==> src/rtl/ifu_fetch_buffer_pkg.sv <==
// Shared fetch-stage definitions: reset vector, instruction width, default
// instruction-memory address width and the queue entry layout.
package ifu_fetch_buffer_pkg;

    localparam logic [31:0] PC_RESET  = 32'h0000_3000;
    localparam int          INSTR_W   = 32;
    localparam int          IMEM_AW   = 10;
    localparam logic [INSTR_W-1:0] NOP_INSTR = 32'h0000_0000;

    // One queued fetch: the PC it was fetched from and the returned word.
    typedef struct packed {
        logic [31:0]        pc;
        logic [INSTR_W-1:0] instr;
    } fetch_entry_t;

endpackage

==> src/rtl/ifu_fetch_buffer_if.sv <==
// Fetch-stage bundle: PC register link, instruction-memory port and the
// decode-side handshake.
//
// Decode handshake: an entry moves on every rising edge where out_valid and
// out_ready are both 1. out_valid never depends on out_ready, and while
// out_valid=1 with out_ready=0 the head (out_pc/out_instr) holds stable.
interface ifu_fetch_buffer_if
    import ifu_fetch_buffer_pkg::*;
#(
    parameter int IM_AW = IMEM_AW,
    parameter int PTR_W = 2
);
    logic [31:0]        pc;
    logic               pc_adv;
    logic               flush;
    logic               im_req;
    logic [IM_AW-1:0]   im_addr;
    logic [INSTR_W-1:0] im_rdata;
    logic               out_valid;
    logic               out_ready;
    logic [INSTR_W-1:0] out_instr;
    logic [31:0]        out_pc;
    logic [PTR_W:0]     count;

    // Fetch buffer side.
    modport master (
        input  pc, flush, im_rdata, out_ready,
        output pc_adv, im_req, im_addr, out_valid, out_instr, out_pc, count
    );

    // Surrounding pipeline / memory side.
    modport slave (
        output pc, flush, im_rdata, out_ready,
        input  pc_adv, im_req, im_addr, out_valid, out_instr, out_pc, count
    );
endinterface

==> src/rtl/ifu_fetch_buffer_fetch_fifo.sv <==
// DEPTH-entry circular queue of {pc, instr} with flush, head read straight
// from storage and an occupancy count of 0..DEPTH.
module ifu_fetch_buffer_fetch_fifo
    import ifu_fetch_buffer_pkg::*;
#(
    parameter int DEPTH = 4,
    parameter int PTR_W = 2
) (
    input  logic           clk,
    input  logic           rst_n,
    input  logic           flush,
    input  logic           push,
    input  fetch_entry_t   push_entry,
    input  logic           pop,
    output fetch_entry_t   head,
    output logic [PTR_W:0] count
);
    localparam logic [PTR_W:0] FULL_CNT = (PTR_W+1)'(DEPTH);

    fetch_entry_t     mem_q [DEPTH];
    fetch_entry_t     mem_d [DEPTH];
    logic [PTR_W-1:0] wr_ptr_q, wr_ptr_d;
    logic [PTR_W-1:0] rd_ptr_q, rd_ptr_d;
    logic [PTR_W:0]   count_q, count_d;
    logic             do_pop;

    // Next-state: flush wins over everything; pointers wrap naturally at DEPTH.
    always_comb begin
        mem_d    = mem_q;
        wr_ptr_d = wr_ptr_q;
        rd_ptr_d = rd_ptr_q;
        count_d  = count_q;
        do_pop   = pop & (count_q != '0);
        if (flush) begin
            wr_ptr_d = '0;
            rd_ptr_d = '0;
            count_d  = '0;
        end else begin
            if (push) begin
                mem_d[wr_ptr_q] = push_entry;
                wr_ptr_d        = wr_ptr_q + PTR_W'(1);
            end
            if (do_pop) begin
                rd_ptr_d = rd_ptr_q + PTR_W'(1);
            end
            case ({push, do_pop})
                2'b10:   count_d = count_q + (PTR_W+1)'(1);
                2'b01:   count_d = count_q - (PTR_W+1)'(1);
                default: count_d = count_q;
            endcase
        end
    end

    // State registers; storage is cleared so the head reads as zero after reset.
    always_ff @(posedge clk or negedge rst_n) begin
        if (!rst_n) begin
            for (int i = 0; i < DEPTH; i++) begin
                mem_q[i] <= '{pc: 32'h0, instr: NOP_INSTR};
            end
            wr_ptr_q <= '0;
            rd_ptr_q <= '0;
            count_q  <= '0;
        end else begin
            mem_q    <= mem_d;
            wr_ptr_q <= wr_ptr_d;
            rd_ptr_q <= rd_ptr_d;
            count_q  <= count_d;
        end
    end

    assign head  = mem_q[rd_ptr_q];
    assign count = count_q;

    // A push into a full queue with no pop in the same cycle would overwrite
    // the head; the issue logic upstream reserves space so this must not happen.
    property p_no_overflow;
        @(posedge clk) disable iff (!rst_n)
            !(push && !flush && !do_pop && (count_q == FULL_CNT));
    endproperty
    a_no_overflow: assert property (p_no_overflow);

endmodule

==> src/rtl/ifu_fetch_buffer.sv <==
// Fetch stage: issues one instruction-memory read per cycle while the queue
// has a reserved slot, tags each returned word with its PC and hands entries
// to decode. pc_adv tells the PC register a fetch actually went out.
module ifu_fetch_buffer
    import ifu_fetch_buffer_pkg::*;
#(
    parameter int DEPTH = 4,
    parameter int PTR_W = 2,
    parameter int IM_AW = IMEM_AW
) (
    input  logic               clk,
    input  logic               reset,
    ifu_fetch_buffer_if.master bus
);
    localparam logic [PTR_W+1:0] DEPTH_OCC = (PTR_W+2)'(DEPTH);

    logic             inflight_q, inflight_d;
    logic [31:0]      pc_q, pc_d;
    logic             issue;
    logic [PTR_W+1:0] occupancy;
    logic [PTR_W:0]   fifo_count;
    fetch_entry_t     push_entry;
    fetch_entry_t     head_entry;
    logic             fifo_push;
    logic             fifo_pop;
    logic             fifo_valid;

    // Issue only when queued entries plus the outstanding fetch leave a free
    // slot, so the returning word always has somewhere to land.
    always_comb begin
        occupancy = {1'b0, fifo_count} + {{(PTR_W+1){1'b0}}, inflight_q};
        issue     = reset & ~bus.flush & (occupancy < DEPTH_OCC);
    end

    // Remember the issued PC; memory answers exactly one cycle later.
    always_comb begin
        inflight_d = issue;
        pc_d       = issue ? bus.pc : pc_q;
    end

    // Outstanding-fetch tracking registers.
    always_ff @(posedge clk or negedge reset) begin
        if (!reset) begin
            inflight_q <= 1'b0;
            pc_q       <= 32'h0;
        end else begin
            inflight_q <= inflight_d;
            pc_q       <= pc_d;
        end
    end

    // The response is pushed on the edge after the request; a flush in that
    // cycle drops it inside the queue.
    always_comb begin
        fifo_push        = inflight_q;
        push_entry.pc    = pc_q;
        push_entry.instr = bus.im_rdata;
        fifo_valid       = (fifo_count != '0);
        fifo_pop         = fifo_valid & bus.out_ready;
    end

    ifu_fetch_buffer_fetch_fifo #(
        .DEPTH (DEPTH),
        .PTR_W (PTR_W)
    ) u_fifo (
        .clk        (clk),
        .rst_n      (reset),
        .flush      (bus.flush),
        .push       (fifo_push),
        .push_entry (push_entry),
        .pop        (fifo_pop),
        .head       (head_entry),
        .count      (fifo_count)
    );

    assign bus.im_req    = issue;
    assign bus.pc_adv    = issue;
    assign bus.im_addr   = bus.pc[IM_AW+1:2];
    assign bus.out_valid = fifo_valid;
    assign bus.out_instr = head_entry.instr;
    assign bus.out_pc    = head_entry.pc;
    assign bus.count     = fifo_count;

endmodule

==> src/flat_wrapper.sv <==
// flat-port wrapper written by rule: the top's interface ports become plain ports
module ifu_fetch_buffer_flat import ifu_fetch_buffer_pkg::*;
#(
    parameter int DEPTH = 4,
    parameter int PTR_W = 2,
    parameter int IM_AW = IMEM_AW
)
  (clk, reset, bus_pc, bus_flush, bus_im_rdata, bus_out_ready, bus_pc_adv, bus_im_req, bus_im_addr, bus_out_valid, bus_out_instr, bus_out_pc, bus_count);
  ifu_fetch_buffer_if #(.IM_AW(IM_AW), .PTR_W(PTR_W)) bus_i ();
  input  logic clk;
  input  logic reset;
  input wire logic [$bits(bus_i.pc)-1:0] bus_pc;
  input wire logic [$bits(bus_i.flush)-1:0] bus_flush;
  input wire logic [$bits(bus_i.im_rdata)-1:0] bus_im_rdata;
  input wire logic [$bits(bus_i.out_ready)-1:0] bus_out_ready;
  output wire logic [$bits(bus_i.pc_adv)-1:0] bus_pc_adv;
  output wire logic [$bits(bus_i.im_req)-1:0] bus_im_req;
  output wire logic [$bits(bus_i.im_addr)-1:0] bus_im_addr;
  output wire logic [$bits(bus_i.out_valid)-1:0] bus_out_valid;
  output wire logic [$bits(bus_i.out_instr)-1:0] bus_out_instr;
  output wire logic [$bits(bus_i.out_pc)-1:0] bus_out_pc;
  output wire logic [$bits(bus_i.count)-1:0] bus_count;
  assign bus_i.pc = bus_pc;
  assign bus_i.flush = bus_flush;
  assign bus_i.im_rdata = bus_im_rdata;
  assign bus_i.out_ready = bus_out_ready;
  assign bus_pc_adv = bus_i.pc_adv;
  assign bus_im_req = bus_i.im_req;
  assign bus_im_addr = bus_i.im_addr;
  assign bus_out_valid = bus_i.out_valid;
  assign bus_out_instr = bus_i.out_instr;
  assign bus_out_pc = bus_i.out_pc;
  assign bus_count = bus_i.count;
  ifu_fetch_buffer #(.DEPTH(DEPTH), .PTR_W(PTR_W), .IM_AW(IM_AW)) u_core (.clk(clk), .reset(reset), .bus(bus_i));
endmodule
==> config.mk <==
export PLATFORM = sky130hd
export DESIGN_NAME = ifu_fetch_buffer_flat
export DESIGN_NICKNAME = d
export VERILOG_FILES = /design/src/rtl/ifu_fetch_buffer_pkg.sv /design/src/rtl/ifu_fetch_buffer_if.sv /design/src/rtl/ifu_fetch_buffer_fetch_fifo.sv /design/src/rtl/ifu_fetch_buffer.sv /design/src/flat_wrapper.sv
export SDC_FILE = /design/constraint.sdc
export NUM_CORES = 1
export LEC_CHECK = 0
export ABC_AREA = 0
export CAP_MARGIN = 20
export CORE_MARGIN = 2
export CORE_UTILIZATION = 40
export CTS_CLUSTER_DIAMETER = 100
export DETAILED_ROUTE_END_ITERATION = 16
export GPL_TIMING_DRIVEN = 0
export SYNTH_ARGS = -nofsm -noshare
export SYNTH_HDL_FRONTEND = slang
export SYNTH_SLANG_ARGS = --single-unit
==> constraint.sdc <==
create_clock -name clk -period 3.37 [get_ports clk]
set_input_delay 0.5055 -clock clk [delete_from_list [all_inputs] [get_ports clk]]
set_output_delay 0.5055 -clock clk [all_outputs]
set_load 0.01 [all_outputs]
# [Word-level counts from Yosys, hierarchy flattened]
# Cells that the tools add are included.
# Widths: inputs -> output; s select.
[classes] add_sub_neg=5 order_cmp=4 n_eq_ne=2 mux=12 bitwise=7 n_reduce_logical=6
[ops] operator="$bwmux 256" count=1
[ops] operator="$mux 64" count=3
[ops] operator="$bmux 64 s2" count=1
[ops] operator="$demux 64 s2" count=1
[ops] operator="$mux 2" count=4
[ops] operator="$ge 3x3->1 const B" count=2
[ops] operator="$not 2->3" count=2
[ops] operator="$pmux 3 s2" count=1
[ops] operator="$reduce_bool 3->1" count=2
[ops] operator="$add 2x1->2 const B" count=2
[ops] operator="$add 3x1->4" count=1
[ops] operator="$and 1x1->1" count=4
[ops] operator="$lt 4x3->1 const B" count=1
[ops] operator="$reduce_bool 2->1" count=2
[ops] operator="$add 3x1->3 const B" count=1
[ops] operator="$lt 3x1->1 const B" count=1
[ops] operator="$mux 3" count=1
[ops] operator="$sub 3x1->3 const B" count=1
[ops] operator="$eq 2x1->1 const B" count=1
[ops] operator="$eq 2x2->1 const B" count=1
[ops] operator="$reduce_and 2->1" count=1
[ops] operator="$logic_and 1x1->1" count=1
[ops] operator="$not 1->1" count=1
[word_totals] regBits=296 input_bits=68 out_inout_bits=80 elab_cells=49

# [Logic depth before layout (Yosys ltp)]
# Gate-level depths: netlist (run 1).
[depth] word_depth=6 depth_mapped=7 ltp_nobuf=6

# [Modules after synthesis]
# A second synthesis (run 1) with hierarchy kept.
[unflattened] hier_cells=751 area_unflattened_um2=14217.4
[by_module_without_submodules] module="ifu_fetch_buffer_fetch_fifo" n_inst=1 cells_per_inst=666 area_each_um2=12761.0 seq_area_each_um2=6581.3
[by_module_without_submodules] module="ifu_fetch_buffer" n_inst=1 cells_per_inst=85 area_each_um2=1456.4 seq_area_each_um2=825.8

# [Worst setup path after synthesis (run 1)]
# Ideal clock, no wire load.
[synth_timing] path_type="reg2reg" start="register u_core.u_fifo.count_q[1], in the netlist u_core.u_fifo.count[1]" end="register u_core.u_fifo.count_q[1], in the netlist u_core.u_fifo.count[1]" setup_time_ns=0.082 arrival_ns=1.995 required_ns=3.288 setup_slack_ns=1.293 stages_incl_launch_ff=6 path_buffers=0 period_less_slack_ns=2.077 cell_sequence="dfrtp_1 o31ai_2 nor2_1 fa_1 or3b_2 a31oi_1"
[synth_via] elab_chain_len=6 elab_cells_between_ends=10 classes_between="add/sub (2); eq/ne (2); mux (2); bitwise (2); reduce/logical (2)"
[synth_lines] item="start: declaration" line_no="ifu_fetch_buffer_fetch_fifo.sv:24" text="logic [PTR_W:0] count_q, count_d;"
[synth_lines] item="start signal: assignment" line_no="ifu_fetch_buffer_fetch_fifo.sv:67" text="count_q <= count_d;"
[synth_lines] item="$reduce_bool 3->1" line_no="ifu_fetch_buffer_fetch_fifo.sv:33, ifu_fetch_buffer.sv:58"
[synth_lines] item="$and 1x1->1" line_no="ifu_fetch_buffer.sv:59" text="fifo_pop = fifo_valid & bus.out_ready;"
[synth_lines] item="$and 1x1->1" line_no="ifu_fetch_buffer_fetch_fifo.sv:33" text="do_pop = pop & (count_q != '0);"
[synth_lines] item="$eq 2x1->1 / $eq 2x2->1 (equally long branches)" line_no="ifu_fetch_buffer_fetch_fifo.sv:46" text="case ({push, do_pop})"
[synth_lines] item="$pmux 3 s2" line_no="ifu_fetch_buffer_fetch_fifo.sv:46"
[synth_lines] item="$mux 3" line_no="ifu_fetch_buffer_fetch_fifo.sv:34" text="if (flush) begin"
# Parallel ways exist; a longest one is shown, timed or not.
# A chain may end at the register's enable or synchronous reset.

# [Final worst setup path (run 1)]
[layout_timing] start="register u_core.u_fifo.rd_ptr_q[1]" end="output port bus_out_instr[18]"
[layout_via] elab_chain_len=4
[layout_lines] item="start: declaration" line_no="ifu_fetch_buffer_fetch_fifo.sv:23" text="logic [PTR_W-1:0] rd_ptr_q, rd_ptr_d;"
[layout_lines] item="start signal: assignment" line_no="ifu_fetch_buffer_fetch_fifo.sv:66" text="rd_ptr_q <= rd_ptr_d;"
[layout_lines] item="$not 2->3 (not written as such)" line_no="ifu_fetch_buffer_fetch_fifo.sv:71" text="assign head = mem_q[rd_ptr_q];"
[layout_lines] item="$bmux 64 s2" line_no="ifu_fetch_buffer_fetch_fifo.sv:71"
[layout_lines] item="$mux 64 (not written as such) (2 in series)" line_no="ifu_fetch_buffer_fetch_fifo.sv:71"
[layout_lines] item="end: declaration" line_no="flat_wrapper.sv:20" text="output wire logic [$bits(bus_i.out_instr)-1:0] bus_out_instr;"
# Every way passes these cells. The select of a mux whose other input is x is not followed.

==> flow_metrics.py, run 1 <==
metrics = {
    "die": {
        "core_sq_um": 34600,
        "start_util": 0.407,
        "ioPinCount": 148,
        "die-area_sq_um": 36700,
        "die_x_um": 192,
        "row_count": 68,
        "fp.dieH_um": 192,
    },
    "synthesis": {
        "ys.flop_type": "dfrtp_1",
        "async_flop_share": 1.00,
        "ys_types": 34,
        "yosysTopAreaCell": "dfrtp_1",
        "synth_area_sq_um": 14100,
        "synth_warnings": 0,
        "synth_seq_cells": 296,
        "postSynthCellCount": 751,
        "synth_top_area_share": 0.526,
        "synth.most_common_cell": "dfrtp_1",
        "ys_seq_area_frac": 0.526,
        "synthTopCellsByCount": "dfrtp_1 (296), mux2_4 (240), mux4_2 (64)",
        "syn_avg_cell_area_sq_um": 18.8,
        "syn-num-nets": 824,
        "ys_top_cells_by_area": "dfrtp_1 (53%), mux2_4 (26%), mux4_2 (10%), buf_12 (3.6%), mux2_1 (2.2%)",
        "synth_edf_count": 0,
    },
    "sta": {
        "worst_pin_slew_ns": 0.739,
        "fin_crit_sh": 0.955,
        "rsz0062_at_grt": "no",
        "final.hold.worst_slack_ns": 0.110,
        "slew_headroom": 0.507,
        "layout_min_cycle_time_ns": 3.22,
        "hold_viol": 0,
        "fmax_mhz": 311,
        "skew_ns": 0.00962,
        "drv_slew": 0,
        "setup-violations-final": 0,
    },
    "clock_tree": {
        "numCtsBuffers": 37,
        "cts_sinks": 296,
        "htreeDepth": 2,
        "clock_latency_ns": 0.53,
        "root_buffer": "clkbuf_16",
        "clk_path_buf_depth": 3,
        "clk_pin_slew_ns": 0.06,
        "cts_tree": "yes",
    },
    "cells_and_area": {
        "layout-drive-gt1-share": 0.466,
        "finalNetCount": 1016,
        "diodes": 0,
        "area_growth_syn_to_layout_pct": 25.5,
        "final_core_util": 0.510,
        "stdcell_count": 1425,
    },
    "worst_setup_path": {
        "reg2reg_from": "u_core.u_fifo.count[1]",
        "crit_required_ns": 2.86,
        "startpoint_type": "register",
        "end_kind": "output port",
        "startpoint": "u_core.u_fifo.rd_ptr_q[1]",
        "crit_fanout": 10,
        "crit_type": "reg -> out",
        "crit_arrival_ns": 2.71,
    },
    "grt": {
        "grt_pass1_vias": 7944,
        "grt_pass1_wl_um": 48600,
        "grt_max_degree": 84,
        "groute.usage.overall": 0.173,
        "antenna_found_initial": 3,
        "grt.overflow.total": 0,
    },
    "placement": {
        "place_congestion": 0.688,
        "place_inst": 1355,
        "numPortBuffers": 146,
        "dp_hpwl_um": 18200,
    },
    "status": {
        "outcome": "complete, no violations",
    },
    "pwr": {
        "p_sw_uw": 3870,
        "p_int_uw": 10800,
        "worst_ir_drop_vdd_v": 0.000500,
        "pwr-share-seq": 0.364,
        "power.density_nw_per_um2": 828,
        "total_power_uw": 14600,
        "clkPwrFrac": 0.299,
        "pwr-share-comb": 0.337,
        "leakage_uw": 0.00854,
        "p_sw_frac": 0.264,
    },
    "worst_hold_path": {
        "hp-class": "in -> async",
    },
    "flow_run": {
        "cap_violations": 0,
    },
    "route": {
        "wl_per_cell_um": 21.1,
        "drt.antenna.violating_nets": 0,
        "vias_per_cell": 4.99,
        "drt_iter0_drc": 264,
        "drtPass1Iterations": 4,
        "num_vias": 7116,
        "post-route-drc-count": 0,
        "wl_um": 30100,
    },
}
[repair_timing]
item,4_1_cts,5_1_grt
hold buffers,2,0
hold endpoints to repair,4,0
setup buffers,0,0
setup endpoints to repair,2,0
gates resized for setup,0,0
[logic make-up (layout without fill, tap and decap cells)]
| kind of cell | count (synthesis) | count (layout) | share of synthesized area |
|---|---|---|---|
| compound gates | 10 | 10 | 0.00533 |
| xor+xnor | 5 | 5 | 0.00311 |
| fa+ha+maj | 5 | 5 | 0.00497 |
| buf+inv | 59 | 278 | 0.0504 |
| flops | 296 | 296 | 0.526 |
| mux | 353 | 353 | 0.397 |
| simple gates | 23 | 23 | 0.0131 |
[cells in the final DEF (no fill, tap or decap), drive strengths merged, types with 3 or more instances in the layout]
| master | n |
|---|---|
| buf | 60 |
| bufinv | 6 |
| clkbuf | 58 |
| clkdlybuf4s50 | 145 |
| dfrtp | 296 |
| ha | 4 |
| inv | 5 |
| mux2 | 288 |
| mux4 | 64 |
| nand2 | 5 |
| nor2 | 11 |
| o21ai | 3 |
| xnor2 | 3 |
[cell type report]
type	instances	area (sq um)
Sequential cell	296	7410
Multi-Input combinational cell	396	5970
Buffer	56	698
Clock inverter	9	203
Inverter	3	11.3
Timing Repair Buffer	153	1650
Tap cell	455	569
Fill cell	2809	17000
Clock buffer	57	1160
[power groups by stage]
stage               combinational [uW]  sequential [uW]  clock (uW)
detailed placement                5000             5340           0
CTS                               5030             5330        4490
global placement                  4930             5370           0
global route                      5280             5480        4660
floorplan                         3200             5130           0
finish                            4920             5330        4370
[layer usage]
metal | part of all wire | global-route usage
met4 | 0.018 | 0.0464
met1 | 0.48 | 0.253
met2 | 0.45 | 0.259
met3 | 0.049 | 0.0406
met5 | 0.00047 | 0
[registers in the layout, summed over array words and instances, names as in the netlist]
| signal | cells |
|---|---|
| u_core.u_fifo.mem_q | 256 |
| u_core.pc_q | 32 |
| u_core.u_fifo.count | 3 |
| u_core.u_fifo.rd_ptr_q | 2 |
| u_core.u_fifo.wr_ptr_q | 2 |
| u_core.fifo_push | 1 |
[per-stage QoR]
step	area [sq um]	setup WS [ns]	setup TNS (ns)
floorplan	14100	1.29	0
global placement	16100	-12.21	-3844.76
detailed placement	16200	-0.299	-0.506
CTS	17700	0.0830	0
global route	17700	0.0101	0
finish	17700	0.150	0
[worst paths after layout]
check | end | slack (ns) | cells past startpoint
worst max-delay path | bus_out_instr[18] | 0.15 | 4
min in group clk | u_core.u_fifo.count[0] | 0.20 | 2
worst max register to register | u_core.u_fifo.count[1] | 1.20 | 5
worst min-delay path | u_core.u_fifo.mem_q[64] | 0.11 | 2
worst min register to register | u_core.u_fifo.mem_q[117] | 0.50 | 1
max in group asynchronous | u_core.u_fifo.mem_q[12] | 2.82 | 3
[critical path, cell delays in order (launching register included)]
cell             delay, ns
dfrtp_1               0.33
buf_2                 0.31
buf_1                 0.61
mux4_2                0.43
clkdlybuf4s50_1       0.50
Power figures use the tool's default switching activity.
==> run 2: changes to the inputs <==
CORE_UTILIZATION = 30   (was 40)
==> run 2 against run 1 <==
Effect of this change:
- sequential cell count stayed put
- combinational power grew 1%
- clock skew up 0.0033 ns
- core utilization down 13 points
- non-clock buffer count up 4
- critical path type is now in -> out
==> flow_metrics.py, run 2 (synthesized netlist as in run 1, its figures left out) <==
metrics = {
    "clock_tree": {
        "cts_sinks": 296,
        "clock_latency_ns": 0.54,
        "clk_path_buf_depth": 3,
        "clk_pin_slew_ns": 0.06,
        "htreeDepth": 2,
        "post_cts_buffers": 0,
        "numCtsBuffers": 37,
        "cts_tree": "yes",
        "root_buffer": "clkbuf_16",
    },
    "worst_setup_path": {
        "startpoint_type": "primary input",
        "reg2reg_from": "u_core.u_fifo.count[1]",
        "crit_arrival_ns": 2.75,
        "crit_required_ns": 2.86,
        "crit_type": "in -> out",
        "crit_fanout": 12,
        "startpoint": "reset",
        "r2r-end": "u_core.u_fifo.count[1]",
        "end_kind": "output port",
        "r2r_cells": 5,
        "worstSetupEndpoint": "bus_pc_adv",
        "rrSetupSlack_ns": 1.13,
    },
    "route": {
        "drt.antenna.violating_nets": 0,
        "post-route-drc-count": 0,
        "vias_per_cell": 4.54,
        "drtPass1Iterations": 4,
        "wl_um": 32200,
        "wl_per_cell_um": 20.4,
        "num_vias": 7173,
        "drt_iter0_drc": 348,
    },
    "sta": {
        "fmax_mhz": 307,
        "drv_slew": 0,
        "layout_min_cycle_time_ns": 3.25,
        "skew_ns": 0.0129,
        "hold_viol": 0,
        "setup-violations-final": 0,
        "fin_crit_sh": 0.966,
        "rsz0062_at_grt": "no",
        "slew_headroom": 0.413,
        "setup_ws_ns": 0.115,
        "tns_ns": 0,
        "final.hold.worst_slack_ns": 0.173,
        "worst_pin_slew_ns": 0.880,
    },
    "grt": {
        "grt.overflow.total": 0,
        "grt_pass1_wl_um": 49200,
        "grt_max_degree": 109,
        "grt_pass1_vias": 7892,
        "antenna_found_initial": 1,
        "groute.usage.overall": 0.133,
    },
    "pwr": {
        "power.density_nw_per_um2": 815,
        "worst_ir_drop_vdd_v": 0.000594,
        "clkPwrFrac": 0.292,
        "p_int_uw": 10600,
        "pwr-share-comb": 0.342,
        "pwr-share-seq": 0.366,
        "p_sw_uw": 3980,
        "total_power_uw": 14600,
        "leakage_uw": 0.00854,
        "p_sw_frac": 0.273,
    },
    "cells_and_area": {
        "max_flop_register": "u_core.u_fifo.mem_q",
        "layout-drive-gt1-share": 0.468,
        "largest_reg_flops": 256,
        "layout_commonest_cell": "dfrtp_1",
        "area_growth_syn_to_layout_pct": 26.9,
        "most-common-layout-cells": "dfrtp_1 (296), mux2_4 (240), clkdlybuf4s50_1 (145)",
        "final_core_util": 0.385,
        "diodes": 0,
        "finalNetCount": 1020,
    },
    "placement": {
        "dp_slack_ns": -0.471,
        "dp_hpwl_um": 19600,
        "place_congestion": 0.708,
        "numPortBuffers": 146,
    },
    "die": {
        "row_count": 79,
        "fp.dieH_um": 221,
        "start_util": 0.303,
        "core_sq_um": 46500,
        "ioPinCount": 148,
        "die-area_sq_um": 48700,
        "die_x_um": 221,
    },
    "worst_hold_path": {
        "hold-path-cell-count": 2,
        "hp-class": "in -> reg",
    },
    "flow_run": {
        "cap_violations": 0,
    },
    "status": {
        "outcome": "complete, no violations",
    },
}
run 2: changes by cell type in the layout (fill, tap and decap cells not counted):
cell,before,now
buf_8,1,0
dlygate4sd3_1,1,4
clkbuf_2,0,1
clkinv_2,1,6
clkbuf_1,7,6
clkbuf_16,39,40
clkdlybuf4s15_2,0,1
clkinvlp_4,0,2
buf_1,2,0
bufbuf_16,2,1
clkbuf_8,12,4
clkinv_4,0,1
buf_16,4,6
run 2: cell type report:
cell class	instances	area (sq um)
Fill cell	4281	28600
Sequential cell	296	7410
Multi-Input combinational cell	396	5970
Timing Repair Buffer	157	1710
Clock buffer	48	1050
Tap cell	607	759
Buffer	56	707
Clock inverter	17	251
Inverter	3	11.3
run 2: power by group through the flow:
stage	Clock (uW)	Combinational, uW	Sequential (uW)
floorplan	0	3200	5130
global placement	0	4990	5350
detailed placement	0	5060	5350
CTS	4390	5080	5330
global route	4540	5330	5480
finish	4250	4980	5330
run 2: repair_timing:
action / 4_1_cts / 5_1_grt
resized for setup: 4 / 1
gates cloned: 1 / 1
pin swaps: 0 / 0
hold endpoints to repair: 105 / 105
setup endpoints to repair: 12 / 7
run 2: how the worst min path moves through the flow:
stage / from / endpoint / slack [ns]
CTS: reset / u_core.u_fifo.mem_q[75] / -0.08
global route: bus_flush / u_core.u_fifo.rd_ptr_q[1] / 0.15
global placement: u_core.u_fifo.mem_q[95] / u_core.u_fifo.mem_q[95] / 0.48
finish: bus_flush / u_core.u_fifo.count[0] / 0.17
floorplan: reset / u_core.fifo_push / 0.21
detailed placement: u_core.u_fifo.mem_q[72] / u_core.u_fifo.mem_q[72] / 0.49
run 2: worst max-delay path, cell delays in order:
cell and delay, ns:
dlygate4sd3_1 0.61, buf_16 0.15, buf_16 0.15, nand3_2 0.17, buf_2 0.28, inv_1 0.20, buf_4 0.14, clkdlybuf4s50_1 0.52
run 2: through the flow:
stage | cells | instance area, sq um
2_1_floorplan | 751 | 14100
3_3_place_gp | 1504 | 16300
3_5_place_dp | 1506 | 16400
4_1_cts | 1572 | 17700
5_1_grt | 1580 | 17900
6_report | 1580 | 17900
run 2: routing by layer:
metal  GRT usage  part of all wire  vias to the layer above
li1            -                 -                     3163
met1       0.188              0.48                     3830
met2       0.204              0.46                      140
met3      0.0324             0.045                       38
met4      0.0391             0.017                        2
met5           0           0.00050                        -
